`src/rtl/rot_sched.sv`:
```
// rot_sched: round-robin scheduler time-sharing one log-staged barrel rotator among N_REQ requesters.
module rot_sched #(
    parameter int N_REQ = 4,
    parameter int WIDTH = 8,
    parameter int AMT_W = 3,
    parameter int ID_W  = 2
) (
    input  logic                   clk,
    input  logic                   rst_n,
    input  logic [N_REQ-1:0]       req_valid,
    output logic [N_REQ-1:0]       req_ready,
    input  logic [N_REQ*WIDTH-1:0] req_data,
    input  logic [N_REQ*AMT_W-1:0] req_amt,
    input  logic [N_REQ-1:0]       req_dir,
    output logic                   out_valid,
    input  logic                   out_ready,
    output logic [WIDTH-1:0]       out_data,
    output logic [ID_W-1:0]        out_id
);
    localparam int KW = AMT_W > 1 ? $clog2(AMT_W) : 1;
    localparam logic [1:0] IDLE = 2'd0, STAGE = 2'd1, DONE = 2'd2;
    logic [1:0]         state;
    logic [KW-1:0]      k;
    logic [ID_W-1:0]    rr_ptr, id, g;
    logic [WIDTH-1:0]   work, stepped;
    logic [AMT_W-1:0]   amt;
    logic               dir, any;
    logic [2*N_REQ-1:0] vv;
    // Valids rotated so bit 0 is rr_ptr; scanning down lets the lowest offset win.
    always_comb begin
        vv = {req_valid, req_valid} >> rr_ptr;
        any = 1'b0;
        g = '0;
        for (int i = N_REQ - 1; i >= 0; i--) begin
            if (vv[i]) begin
                any = 1'b1;
                g = ID_W'((int'(rr_ptr) + i) % N_REQ);
            end
        end
    end
    always_comb begin
        stepped = !amt[k] ? work
                : dir ? WIDTH'(({work, work} << (1 << k)) >> WIDTH)
                : WIDTH'({work, work} >> (1 << k));
    end
    assign req_ready = (rst_n && state == IDLE && any) ? N_REQ'(1) << g : '0;
    assign out_valid = state == DONE;
    assign out_data  = work;
    assign out_id    = id;
    always_ff @(posedge clk or negedge rst_n) begin
        if (!rst_n) begin
            state  <= IDLE;
            k      <= '0;
            rr_ptr <= '0;
            work   <= '0;
            amt    <= '0;
            dir    <= 1'b0;
            id     <= '0;
        end else if (state == IDLE) begin
            if (any) begin
                state  <= STAGE;
                k      <= '0;
                rr_ptr <= ID_W'((int'(g) + 1) % N_REQ);
                work   <= WIDTH'(req_data >> (int'(g) * WIDTH));
                amt    <= AMT_W'(req_amt >> (int'(g) * AMT_W));
                dir    <= req_dir[g];
                id     <= g;
            end
        end else if (state == STAGE) begin
            work  <= stepped;
            k     <= k + 1'b1;
            state <= (k == KW'(AMT_W - 1)) ? DONE : STAGE;
        end else if (out_ready) begin
            state <= IDLE;
        end
    end
endmodule

```
`config.mk`:
```
export PLATFORM = sky130hd
export DESIGN_NAME = rot_sched
export DESIGN_NICKNAME = d
export VERILOG_FILES = /design/src/rtl/rot_sched.sv
export SDC_FILE = /design/constraint.sdc
export NUM_CORES = 1
export LEC_CHECK = 0
export BUFFER_PORTS_ARGS = -buffer_cell sky130_fd_sc_hd__buf_2
export CORE_ASPECT_RATIO = 0.5
export CORE_UTILIZATION = 35
export DETAILED_ROUTE_END_ITERATION = 7
export GPL_ROUTABILITY_DRIVEN = 0
export PLACE_DENSITY = 0.65
export SLEW_MARGIN = 20
export SYNTH_ARGS = -nofsm -noshare
export SYNTH_HDL_FRONTEND = slang
export SYNTH_SLANG_ARGS = --single-unit
```
`constraint.sdc`:
```
create_clock -name clk -period 5 [get_ports clk]
set_input_delay 1 -clock clk [delete_from_list [all_inputs] [get_ports clk]]
set_output_delay 1 -clock clk [all_outputs]
set_load 0.05 [all_outputs]
```
# Word-level counts from Yosys, hierarchy flattened
# Cells that the tools add are included.
[totals]
mem_count = 0
word_cells = 62
mem_bits_rw = 0
romBits = 0
register_bits = 20
output_inout_bits = 15
latch_bits = 0
input_bits = 55
[classes]
mul = 1
n_mux = 26
div_mod_pow = 0
n_addsub = 5
n_eq_ne = 4
n_reduce_logical = 10
order_cmp = 2
bitwise = 0
n_shift = 7
[ops]
columns = ["op", "n"]
rows = [
  ["8-bit two-way mux", 5],
  ["1-bit by 2-bit << shifter with 32-bit output (first input constant)", 1],
  ["16-bit by 32-bit << shifter with 16-bit output", 1],
  ["16-bit by 32-bit right shift with 8-bit output", 1],
  ["32-bit by 5-bit right shift with 8-bit output", 1],
  ["2-bit two-way mux", 12],
  ["12-bit by 4-bit right shift with 3-bit output", 1],
  ["8-bit by 2-bit right shift with 4-bit output", 1],
  ["2-bit by 1-bit adder with 2-bit output (second input constant)", 3],
  ["2-bit by 3-bit less-than comparator with 1-bit output (second input constant)", 2],
  ["1-bit two-way mux", 6],
  ["2-bit AND reduction", 3],
  ["2-bit adder (second input constant)", 2],
  ["1-bit binary-select mux with 2-bit select", 2],
  ["2-bit equality test (second input constant)", 2],
  ["2-bit by 2-bit multiplier with 4-bit output (second input constant)", 1],
  ["4-bit two-way mux", 1],
  ["2-bit nonzero test", 2],
  ["1-bit by 2-bit << shifter with 4-bit output (first input constant)", 1],
  ["3-bit AND reduction", 1],
  ["3-bit nonzero test", 1],
  ["2-bit by 1-bit equality test with 1-bit output (second input constant)", 1],
  ["1-bit logical AND", 2],
  ["2-bit zero test", 1],
  ["2-bit != test (second input constant)", 1],
]

# Logic depth before layout (Yosys ltp)
# Gate-level depths: netlist of run 1.
[logic_depth]
word_depth = 8
mapped_depth = 11
mapped_depth_nobuf = 8

# Least setup slack after synthesis of run 1
# OpenSTA, ideal clock, no wires.
[synth_path]
path_kind = "input to output"
start = "in req_valid[1]"
end = "out req_ready[2]"
path_slack_ps = 1685
arrival_time_ps = 2315
stages = 7
path_buffers = 2
t_required_ps = 4000
path_cell_list = "nand2b_1 o221ai_1 and2_1 buf_6 buf_6 ha_1 and3_1"
[synth_via]
elab_chain_cells = 7
word_cells_on_any_way = 12
cone_classes = "shift: 2; mux: 9; reduce/logical: 1"
[synth_lines]
columns = ["element", "line_no", "text"]
rows = [
  ["start, declared", "10", "input logic [N_REQ-1:0] req_valid,"],
  ["8-bit by 2-bit right shift with 4-bit output (*)", "31", "vv = {req_valid, req_valid} >> rr_ptr;"],
  ["2-bit two-way mux (3 in series)", "35", "if (vv[i]) begin"],
  ["2-bit two-way mux (*)", "35", ""],
  ["named net g[1]", "24", "logic [ID_W-1:0] rr_ptr, id, g;"],
  ["1-bit by 2-bit << shifter with 4-bit output (*)", "46", "assign req_ready = (rst_n && state == IDLE && any) ? N_REQ'(1) << g : '0;"],
  ["4-bit two-way mux (*)", "46", ""],
  ["end, declared", "11", "output logic [N_REQ-1:0] req_ready,"],
]
# Mark *: on every way through the listed nets, which the timed path passes. The rest lies on a longest branch.

# Worst setup path after layout of run 1
[layout_path]
start = "in req_valid[1]"
end = "out req_ready[0]"
[layout_via]
elab_chain_cells = 7
word_cells_on_any_way = 12
cone_classes = "shift: 2; mux: 9; reduce/logical: 1"
[layout_lines]
columns = ["element", "line_no"]
rows = [
  ["8-bit by 2-bit right shift with 4-bit output (*)", "31"],
  ["2-bit two-way mux or 1-bit two-way mux (tied branches) (4 in series)", "35"],
  ["1-bit by 2-bit << shifter with 4-bit output or 1-bit logical AND (tied branches)", "46"],
  ["4-bit two-way mux (*)", "46"],
]
# Mark *: on every way between the ends. The rest lies on a longest branch, timed or not.

==> results of run 1 <==
tightest hold or removal path, stage by stage (launching register included):
cell	delay [ps]
dfrtp_1	340
nand2_1	50
nand2_1	50
layout make-up:
| class | count | area [um^2] |
|---|---|---|
| clock buffers | 4 | 88.84 |
| fillers | 602 | 3493 |
| inverters | 14 | 52.55 |
| multi-input cells | 208 | 1668 |
| flip-flops and latches | 20 | 500.5 |
| well taps | 88 | 110.1 |
| repair buffers | 72 | 367.9 |
path summary, 6_finish.rpt:
path,cells past startpoint,end,from
max in group asynchronous,1,out_data[0],rst_n
min in group asynchronous,1,state[0],rst_n
worst max-delay path,8,req_ready[0],req_valid[1]
worst max register to register,8,out_data[5],k[0]
worst min register to register,2,out_id[0],out_id[0]
worst min-delay path,2,out_id[0],out_id[0]
metrics by stage:
stage	total power (uW)	std cells	worst slack, ps
4_1_cts	2041	406	1220
3_3_place_gp	1817	402	1322
6_report	2051	406	1258
2_1_floorplan	1567	265	1685
5_1_grt	2200	406	1073
3_5_place_dp	1855	402	1230
sequential cells by signal, indices dropped and copies added (netlist names):
signal / flops
state: 2
amt: 3
out_data: 8
k: 2
out_id: 2
rr_ptr: 2
dir: 1
logic make-up after synthesis:
family,count (synthesis),synth area share [%]
AO/OA/AOI/OAI,69,21.44
AND/OR/NAND/NOR,69,14.73
multiplexers,62,30.27
buffers and inverters,37,8.031
flip-flops,20,21.28
adder cells (fa/ha/maj),8,4.255
cells in the mapped netlist (4+ instances only):
| cell | n |
|---|---|
| nand2b_1 | 6 |
| and3_1 | 4 |
| nor2_1 | 11 |
| mux2i_1 | 43 |
| clkbuf_1 | 8 |
| mux2_2 | 12 |
| o22ai_1 | 5 |
| nand3_1 | 4 |
| o21ai_0 | 8 |
| ha_1 | 8 |
| nand2_1 | 25 |
| mux4_2 | 6 |
| nor2b_1 | 6 |
| o211ai_1 | 4 |
| o21ai_1 | 7 |
| buf_6 | 5 |
| a21oi_1 | 5 |
| a211oi_1 | 6 |
| buf_2 | 7 |
| dfrtp_1 | 20 |
| inv_1 | 12 |
per-layer routing:
metal	part of all wire [%]	wire length, um	vias up
met5	0	0	-
met4	1.2	76	0
met1	44	2927	1108
met2	48	3161	98
li1	-	-	1099
met3	6.6	436	11
report_power, final:
group          internal, uW  switching [uW]  total [uW]
clock network           122            60.3         182
logic                   606             845        1450
registers               245             173         418
==> metrics.csv, run 1 <==
stage,metric,value,unit
routing,DRT Pass-1 Iters,5,
clock_tree,Num CTS Buffers,3,
timing,FMAX,267.2,MHz
routing,Routed WL,6601,um
logic_synthesis,Gate Count Post-Synth,265,
logic_synthesis,Main synth FF type,dfrtp_1,
critical_path,WP buf/inv,3,
critical_path,"CP delay by family, top",simple AND/OR/NAND/NOR gates,
logic_synthesis,Async SR Flop Fraction,100.0,%
placement,Placement Cell Area,0.002699,mm^2
critical_path,Crit Path Max Fanout,12,
timing,worst-margin pin slew,984.5,ps
routing,DRC viols,0,
critical_path,slowest CP cell,and2_1,
timing,fin crit share,74.84,%
timing,Hold WS,477.4,ps
power,PwrDens,735.8,mW/mm^2
floorplan,Ports,70,
logic_synthesis,number of synthesized flops with an enable pin,0,
hold_path,Hold Path Class,reg -> reg,
cells_and_area,"most common cell after layout, fill and taps aside",buf_2,
global_route,antenna violations before repair,0,
critical_path,CP Data Required Time,4000,ps
critical_path,FF-to-FF setup slack,1870,ps
floorplan,die height,59.97,um
routing,drt wl/cell,16.26,um
cells_and_area,"commonest non-fill, non-tap cells in the layout","buf_2, mux2i_1, nand2_1, dfrtp_1",
global_route,largest net degree at the start of global routing,29,
logic_synthesis,largest cells by area after synthesis,"dfrtp_1, mux2i_1, mux2_2, mux4_2, ha_1",
cells_and_area,area grow syn2layout,18.51,%
critical_path,"Top cell by count, worst path",buf_2,
floorplan,Initial Utilization,37.45,%
job,Max-Cap Viols,0,
cells_and_area,Post-Layout Inst Area,0.002788,mm^2
floorplan,Die X,117.9,um
global_route,GR peak layer,met2,
global_route,number of global-route vias before repair,2192,
power,Peak VDD IR,0.0002764,V
global_route,met3 Resource Use GR,2.576,%
timing,final setup vio count,0,
clock_tree,CTS H-tree depth,1,
critical_path,CP startpoint kind,input pin,
logic_synthesis,Yosys top cell by area,dfrtp_1,
run_status,status,"finished, final reports clean",
clock_tree,clock tree sinks,20,
clock_tree,clk slew on worst S/H paths,60,ps
logic_synthesis,Synth cell types,58,
routing,via/cell ratio,5.704,
routing,initial drt markers,136,
timing,fin. max-slew vios,0,
logic_synthesis,top cell type's share of synthesized area,21.28,%
power,P_leak,0.001287,uW
cells_and_area,Nets,382,
clock_tree,"Clk Latency, worst-skew pair",260,ps
routing,post-route ant nets,0,
timing,setup tns final,0,ps
critical_path,"Largest stage delay, worst path",580,ps
logic_synthesis,Mean Syn Cell Area,8.876,um^2
cells_and_area,share of layout cells above drive strength 1,31.76,%
cells_and_area,post-layout util,44.38,%
logic_synthesis,Mapped Nets,328,
global_route,gr usage total,18.85,%
clock_tree,root buffer cell,clkbuf_16,
floorplan,row cnt,20,
cells_and_area,antenna fix cells,0,
logic_synthesis,Synth Cell Area,0.002352,mm^2
floorplan,total core area,0.006281,mm^2
timing,Fin. Hold Viols,0,
timing,slew margin rel.,34.37,%
clock_tree,hold buffers post-CTS,0,
clock_tree,CTS tree,built,
critical_path,"Arr. time, crit path",2740,ps
clock_tree,worst-case clock buffer depth,2,
critical_path,crit-path cells,"buf_2, nand2b_1, o221ai_1, and2_1, inv_1, ha_1, and3_1, buf_2",
global_route,M1 GR Usage,25.17,%
global_route,first-pass GRT wire length,10570,um
global_route,gr ovfl total,0,
logic_synthesis,Synth warnings,0,
floorplan,Die ar.,0.007073,mm^2
critical_path,Worst setup EP type,primary output,
logic_synthesis,flop and latch count out of synthesis,20,
routing,DR vias,2316,
global_route,met2 usage,32.35,%
placement,dpl hpwl,4989,um
timing,RSZ-0062 raised after global routing,false,
clock_tree,post-CTS setup buffer count,0,
logic_synthesis,sequential-to-total area share from yosys stat,21.28,%
timing,Clock Skew,1.808,ps
timing,minimum clock period,3742,ps
critical_path,Setup CP Type,in -> out,
placement,Port Buffers,69,
clock_tree,post-CTS resize count,0,
Note: power is estimated with default switching activity, not from simulation.
==> inputs of run 2 (changes only) <==
- ABC_AREA: default -> 1
- PLACE_DENSITY: 0.65 -> 0.64
- clock period: 5 -> 3.75 ns (I/O delays scaled with it)
==> metrics.csv, run 2 <==
stage,metric,value,unit
cells_and_area,Post-Layout Inst Area,0.002932,mm^2
clock_tree,clk slew on worst S/H paths,50,ps
floorplan,die height,61.27,um
critical_path,Crit Path Max Fanout,28,
routing,DR vias,2866,
logic_synthesis,Synth Cell Area,0.002459,mm^2
clock_tree,Num CTS Buffers,3,
logic_synthesis,top cell type's share of synthesized area,20.36,%
floorplan,total core area,0.006726,mm^2
timing,Fin. Hold Viols,0,
clock_tree,"Clk Latency, worst-skew pair",250,ps
critical_path,crit-path cells,"inv_6, nand2_2, nand2_1, nand2_1, nand2_1, inv_2, nand2_2, nand2_4, nand2_4, inv_2, ha_1, inv_1, nor2_1, buf_2",
timing,minimum clock period,3305,ps
logic_synthesis,Gate Count Post-Synth,417,
critical_path,Worst setup EP type,primary output,
routing,post-route ant nets,0,
critical_path,"Largest stage delay, worst path",620,ps
logic_synthesis,Yosys top cell by area,dfrtp_1,
clock_tree,worst-case clock buffer depth,2,
timing,fin crit share,88.13,%
critical_path,CP Data Required Time,3000,ps
timing,fin. max-slew vios,0,
critical_path,Setup CP Type,reg -> out,
cells_and_area,area grow syn2layout,19.24,%
timing,Clock Skew,7.941,ps
cells_and_area,"most common cell after layout, fill and taps aside",nand2_1,
logic_synthesis,largest cells by area after synthesis,"dfrtp_1, nand2_1, nand3_1, nor2_1, inv_1",
logic_synthesis,flop and latch count out of synthesis,20,
global_route,number of global-route vias before repair,2448,
logic_synthesis,sequential-to-total area share from yosys stat,20.36,%
floorplan,row cnt,21,
global_route,gr usage total,19.53,%
logic_synthesis,Mean Syn Cell Area,5.896,um^2
critical_path,"Arr. time, crit path",2550,ps
timing,final setup vio count,0,
floorplan,Die ar.,0.007384,mm^2
timing,setup tns final,0,ps
critical_path,FF-to-FF setup slack,1000,ps
cells_and_area,share of layout cells above drive strength 1,22.69,%
logic_synthesis,most common cell in the netlist,nand2_1,
global_route,antenna violations before repair,0,
clock_tree,post-CTS setup buffer count,0,
hold_path,Hold Path Class,reg -> reg,
cells_and_area,antenna fix cells,0,
placement,Port Buffers,69,
routing,initial drt markers,240,
cells_and_area,Nets,540,
critical_path,slowest CP cell,dfrtp_1,
timing,worst-margin pin slew,736.9,ps
timing,slew margin rel.,50.70,%
global_route,first-pass GRT wire length,11500,um
cells_and_area,"commonest non-fill, non-tap cells in the layout","nand2_1, nand3_1, buf_2, nor2_1, inv_1",
clock_tree,CTS H-tree depth,1,
global_route,largest net degree at the start of global routing,29,
routing,via/cell ratio,5.046,
cells_and_area,post-layout util,43.58,%
routing,DRC viols,0,
logic_synthesis,Synth cell types,31,
placement,dpl hpwl,5568,um
run_status,status,"finished, final reports clean",
timing,Hold WS,484.2,ps
floorplan,Die X,120.5,um
routing,drt wl/cell,12.52,um
logic_synthesis,Synth warnings,0,
timing,RSZ-0062 raised after global routing,false,
floorplan,Ports,70,
clock_tree,CTS tree,built,
critical_path,WP buf/inv,5,
floorplan,Initial Utilization,36.55,%
cells_and_area,Fill cells,762,
critical_path,"CP delay by family, top",simple AND/OR/NAND/NOR gates,
routing,DRT Pass-1 Iters,5,
critical_path,CP startpoint kind,register,
global_route,gr ovfl total,0,
timing,FMAX,302.6,MHz
cells_and_area,max reg flops,8,
job,Max-Cap Viols,0,
critical_path,"Top cell by count, worst path",nand2_1,
routing,Routed WL,7113,um
logic_synthesis,Main synth FF type,dfrtp_1,
logic_synthesis,Async SR Flop Fraction,100.0,%
clock_tree,hold buffers post-CTS,0,
placement,Placement Cell Area,0.002826,mm^2
clock_tree,clock tree sinks,20,
logic_synthesis,synth cell count leaders,"nand2_1, nand3_1, nor2_1",
clock_tree,root buffer cell,clkbuf_16,
clock_tree,post-CTS resize count,0,
logic_synthesis,Mapped Nets,480,
logic_synthesis,number of synthesized flops with an enable pin,0,
==> run 2: cell types whose count changed after synthesis, sizes merged, moves of 6 or more <==
cell / previous run / this run
nand3: 4 / 83
o211ai: 4 / 11
mux2: 13 / 0
a21oi: 6 / 19
nand2b: 6 / 0
mux2i: 43 / 0
inv: 13 / 42
a211oi: 6 / 0
o21ai: 15 / 26
nor2b: 6 / 0
nand2: 25 / 139
mux4: 6 / 0
nor2: 11 / 42
==> run 2: stage by stage <==
| step | std cells | setup slack (ps) |
|---|---|---|
| 6_report | 568 | 445.3 |
| 3_5_place_dp | 564 | 499.2 |
| 5_1_grt | 568 | 137.0 |
| 2_1_floorplan | 417 | 608.3 |
| 4_1_cts | 568 | 437.2 |
| 3_3_place_gp | 564 | 530.4 |
==> run 2: final timing paths <==
kind,startpoint,to,depth (start not counted)
max,rr_ptr[0],req_ready[2],14
min,out_id[1],out_id[1],2
max reg2reg,k[0],out_data[2],10
min reg2reg,out_id[1],out_id[1],2
max in group asynchronous,rst_n,rr_ptr[0],2
min in group asynchronous,rst_n,k[0],2
==> run 2: cell type report <==
class                           instances  area, um^2  share of cell area, %
Clock buffer                            3       75.07                  2.561
Clock inverter                          1       30.03                  1.024
Inverter                               42       162.7                  5.548
Multi-Input combinational cell        338        1680                  57.32
Sequential cell                        20       500.5                  17.07
Tap cell                               92       115.1                  3.927
Timing Repair Buffer                   72       367.9                  12.55
==> run 2: per-layer routing <==
metal,global-route usage [%],vias up,share of wire (%)
li1,-,1485,-
met1,28.04,1299,49
met2,32.43,76,46
met3,2.500,6,4.0
met4,2.998,0,0.72
met5,0,-,0
==> run 2: logic make-up after synthesis <==
group / share of synthesized area [%]
buffers and inverters: 11.30
DFF: 20.36
AOI/OAI and AO/OA: 13.99
and+or+nand+nor: 50.28
adders and majority gates: 4.071
==> run 2: worst register-to-register path, cell delays in order (launching register included) <==
cell,delay (ps)
dfrtp_1,450
inv_1,140
ha_1,390
inv_1,310
nor2_1,640
inv_1,190
a21oi_1,160
nor3_1,80
nor2_1,130
nor2_1,50
a21oi_1,130
Power of run 2 is left out: the tool's default activity adds up to more than one toggle a clock period on the data nets, which glitch-free logic cannot reach.
==> inputs of run 3 (changes only) <==
- ABC_AREA: 1 -> default
- PLACE_DENSITY: 0.64 -> 0.67
- clock period: 3.75 -> 2.7 ns (I/O delays scaled with it)
==> metrics.csv, run 3 (synthesis gave the netlist of run 1 again) <==
stage,metric,value,unit
cells_and_area,"commonest non-fill, non-tap cells in the layout","buf_2, mux2i_1, nand2_1, dfrtp_1, buf_4",
critical_path,RR Startpoint,k[1],
clock_tree,clk slew on worst S/H paths,60,ps
routing,DRT Pass-1 Iters,4,
placement,Port Buffers,69,
critical_path,FF-to-FF path depth,9,
global_route,gr usage total,19.65,%
global_route,gr ovfl total,0,
routing,DR vias,2407,
timing,final setup vio count,0,
critical_path,CP Data Required Time,2160,ps
cells_and_area,"most common cell after layout, fill and taps aside",buf_2,
critical_path,"CP delay by family, top",compound AO/OA/AOI/OAI gates,
floorplan,Die ar.,0.007073,mm^2
clock_tree,clock tree sinks,20,
floorplan,Initial Utilization,37.45,%
timing,worst-margin pin slew,539.1,ps
timing,fin crit share,93.80,%
timing,Clock Skew,2.885,ps
timing,Fin. Hold Viols,0,
floorplan,Die X,117.9,um
cells_and_area,Post-Layout Inst Area,0.002925,mm^2
placement,dpl hpwl,5394,um
power,Peak VDD IR,0.0005960,V
critical_path,WP buf/inv,2,
floorplan,die height,59.97,um
timing,slew margin rel.,64.06,%
global_route,largest net degree at the start of global routing,25,
critical_path,FF-to-FF setup slack,240,ps
global_route,first-pass GRT wire length,11160,um
run_status,status,"finished, final reports clean",
critical_path,"Largest stage delay, worst path",390,ps
critical_path,Crit Path Max Fanout,5,
routing,via/cell ratio,5.731,
critical_path,slowest CP cell,dfrtp_1,
routing,drt wl/cell,16.48,um
clock_tree,post-CTS setup buffer count,0,
job,Max-Cap Viols,0,
timing,FMAX,394.9,MHz
routing,DRC viols,0,
routing,initial drt markers,95,
floorplan,row cnt,20,
global_route,number of global-route vias before repair,2303,
hold_path,Hold Path Class,in -> async,
cells_and_area,antenna fix cells,0,
timing,minimum clock period,2533,ps
power,P_leak,0.001365,uW
clock_tree,"Clk Latency, worst-skew pair",250,ps
routing,post-route ant nets,0,
timing,fin. max-slew vios,0,
clock_tree,worst-case clock buffer depth,2,
critical_path,CP startpoint kind,register,
clock_tree,Num CTS Buffers,3,
placement,Placement Cell Area,0.002816,mm^2
floorplan,Ports,70,
floorplan,total core area,0.006281,mm^2
cells_and_area,share of layout cells above drive strength 1,35.24,%
timing,setup tns final,0,ps
cells_and_area,max reg flops,8,
global_route,antenna violations before repair,0,
cells_and_area,area grow syn2layout,24.36,%
power,PwrDens,1400,mW/mm^2
clock_tree,CTS tree,built,
clock_tree,root buffer cell,clkbuf_16,
clock_tree,CTS H-tree depth,1,
critical_path,worst flop-to-flop path endpoint,out_data[4],
cells_and_area,Nets,396,
timing,RSZ-0062 raised after global routing,false,
critical_path,Setup CP Type,reg -> out,
critical_path,"Arr. time, crit path",1990,ps
critical_path,crit-path cells,"nand2b_1, a21oi_1, a211oi_2, inv_1, ha_1, and3_1, buf_2",
routing,Routed WL,6920,um
critical_path,Worst setup EP type,primary output,
==> run 3: cell count changes in the layout (fill, tap and decap cells not counted), sizes merged, moves of 11 or more <==
cell,previous run,this run
mux2,0,13
a21oi,19,6
nand3,83,4
inv,42,13
nor2,42,11
o21ai,26,15
nand2,139,25
mux2i,0,43
buf,72,86
==> run 3: metrics by stage <==
| step | setup WS (ps) | util [%] | instances | total power, uW | hold slack, ps |
|---|---|---|---|---|---|
| after CTS | 156.0 | 46.51 | 420 | 4052 | 331.0 |
| after detailed placement | 164.4 | 44.84 | 416 | 3633 | 481.1 |
| after floorplan | 305.3 | - | 265 | 2902 | 244.4 |
| after global placement | 247.6 | 44.84 | 416 | 3554 | 460.0 |
| final | 167.4 | 46.57 | 420 | 4095 | 313.8 |
| after global routing | 43.31 | 46.57 | 420 | 4374 | 353.3 |
==> run 3: where the power goes <==
part	internal (uW)	total [uW]	switching, uW	leakage [uW]
clock	294	407	112	0.0000511
sequential	454	766	312	0.000242
combinational	1270	2920	1660	0.00107
total	2010	4090	2080	0.00137
==> run 3: area by class of cell <==
type,count,area [um^2]
fillers,590,3356
multi-input cells,208,1672
flip-flops and latches,20,500.5
repair buffers,86,485.5
well taps,88,110.1
clock buffers,3,75.07
inverters,14,52.55
clock inverters,1,30.03
==> run 3: worst max path at each step <==
stage / cells after the start / end / startpoint / slack [ps]
final: 7 / req_ready[2] / rr_ptr[0] / 170
after floorplan: 7 / req_ready[2] / req_valid[1] / 310
after global routing: 9 / out_data[4] / k[1] / 40
after global placement: 9 / out_data[1] / k[0] / 250
after detailed placement: 8 / req_ready[1] / req_valid[1] / 160
after CTS: 7 / req_ready[1] / rr_ptr[1] / 160
==> run 3: worst register-to-register path, cell delays in order, from the launching register on <==
cell,delay [ps]
dfrtp_1,420
inv_1,120
ha_1,370
buf_12,230
mux2i_1,380
mux2i_1,130
o22a_1,190
nand4bb_1,130
o221ai_1,120
mux2_2,270
==> run 3: timing repair <==
| item | in CTS | in global routing |
|---|---|---|
| resized for setup | 0 | 2 |
| setup endpoints to repair | 0 | 2 |
| hold buffers | 0 | 0 |
==> run 3: layer usage <==
metal / global-route usage, % / vias to the layer above / part of all wire, %
li1: - / 1132 / -
met1: 25.17 / 1176 / 45
met2: 35.55 / 91 / 49
met3: 1.908 / 8 / 5.2
met4: 6.777 / 0 / 1.0
met5: 0 / - / 0
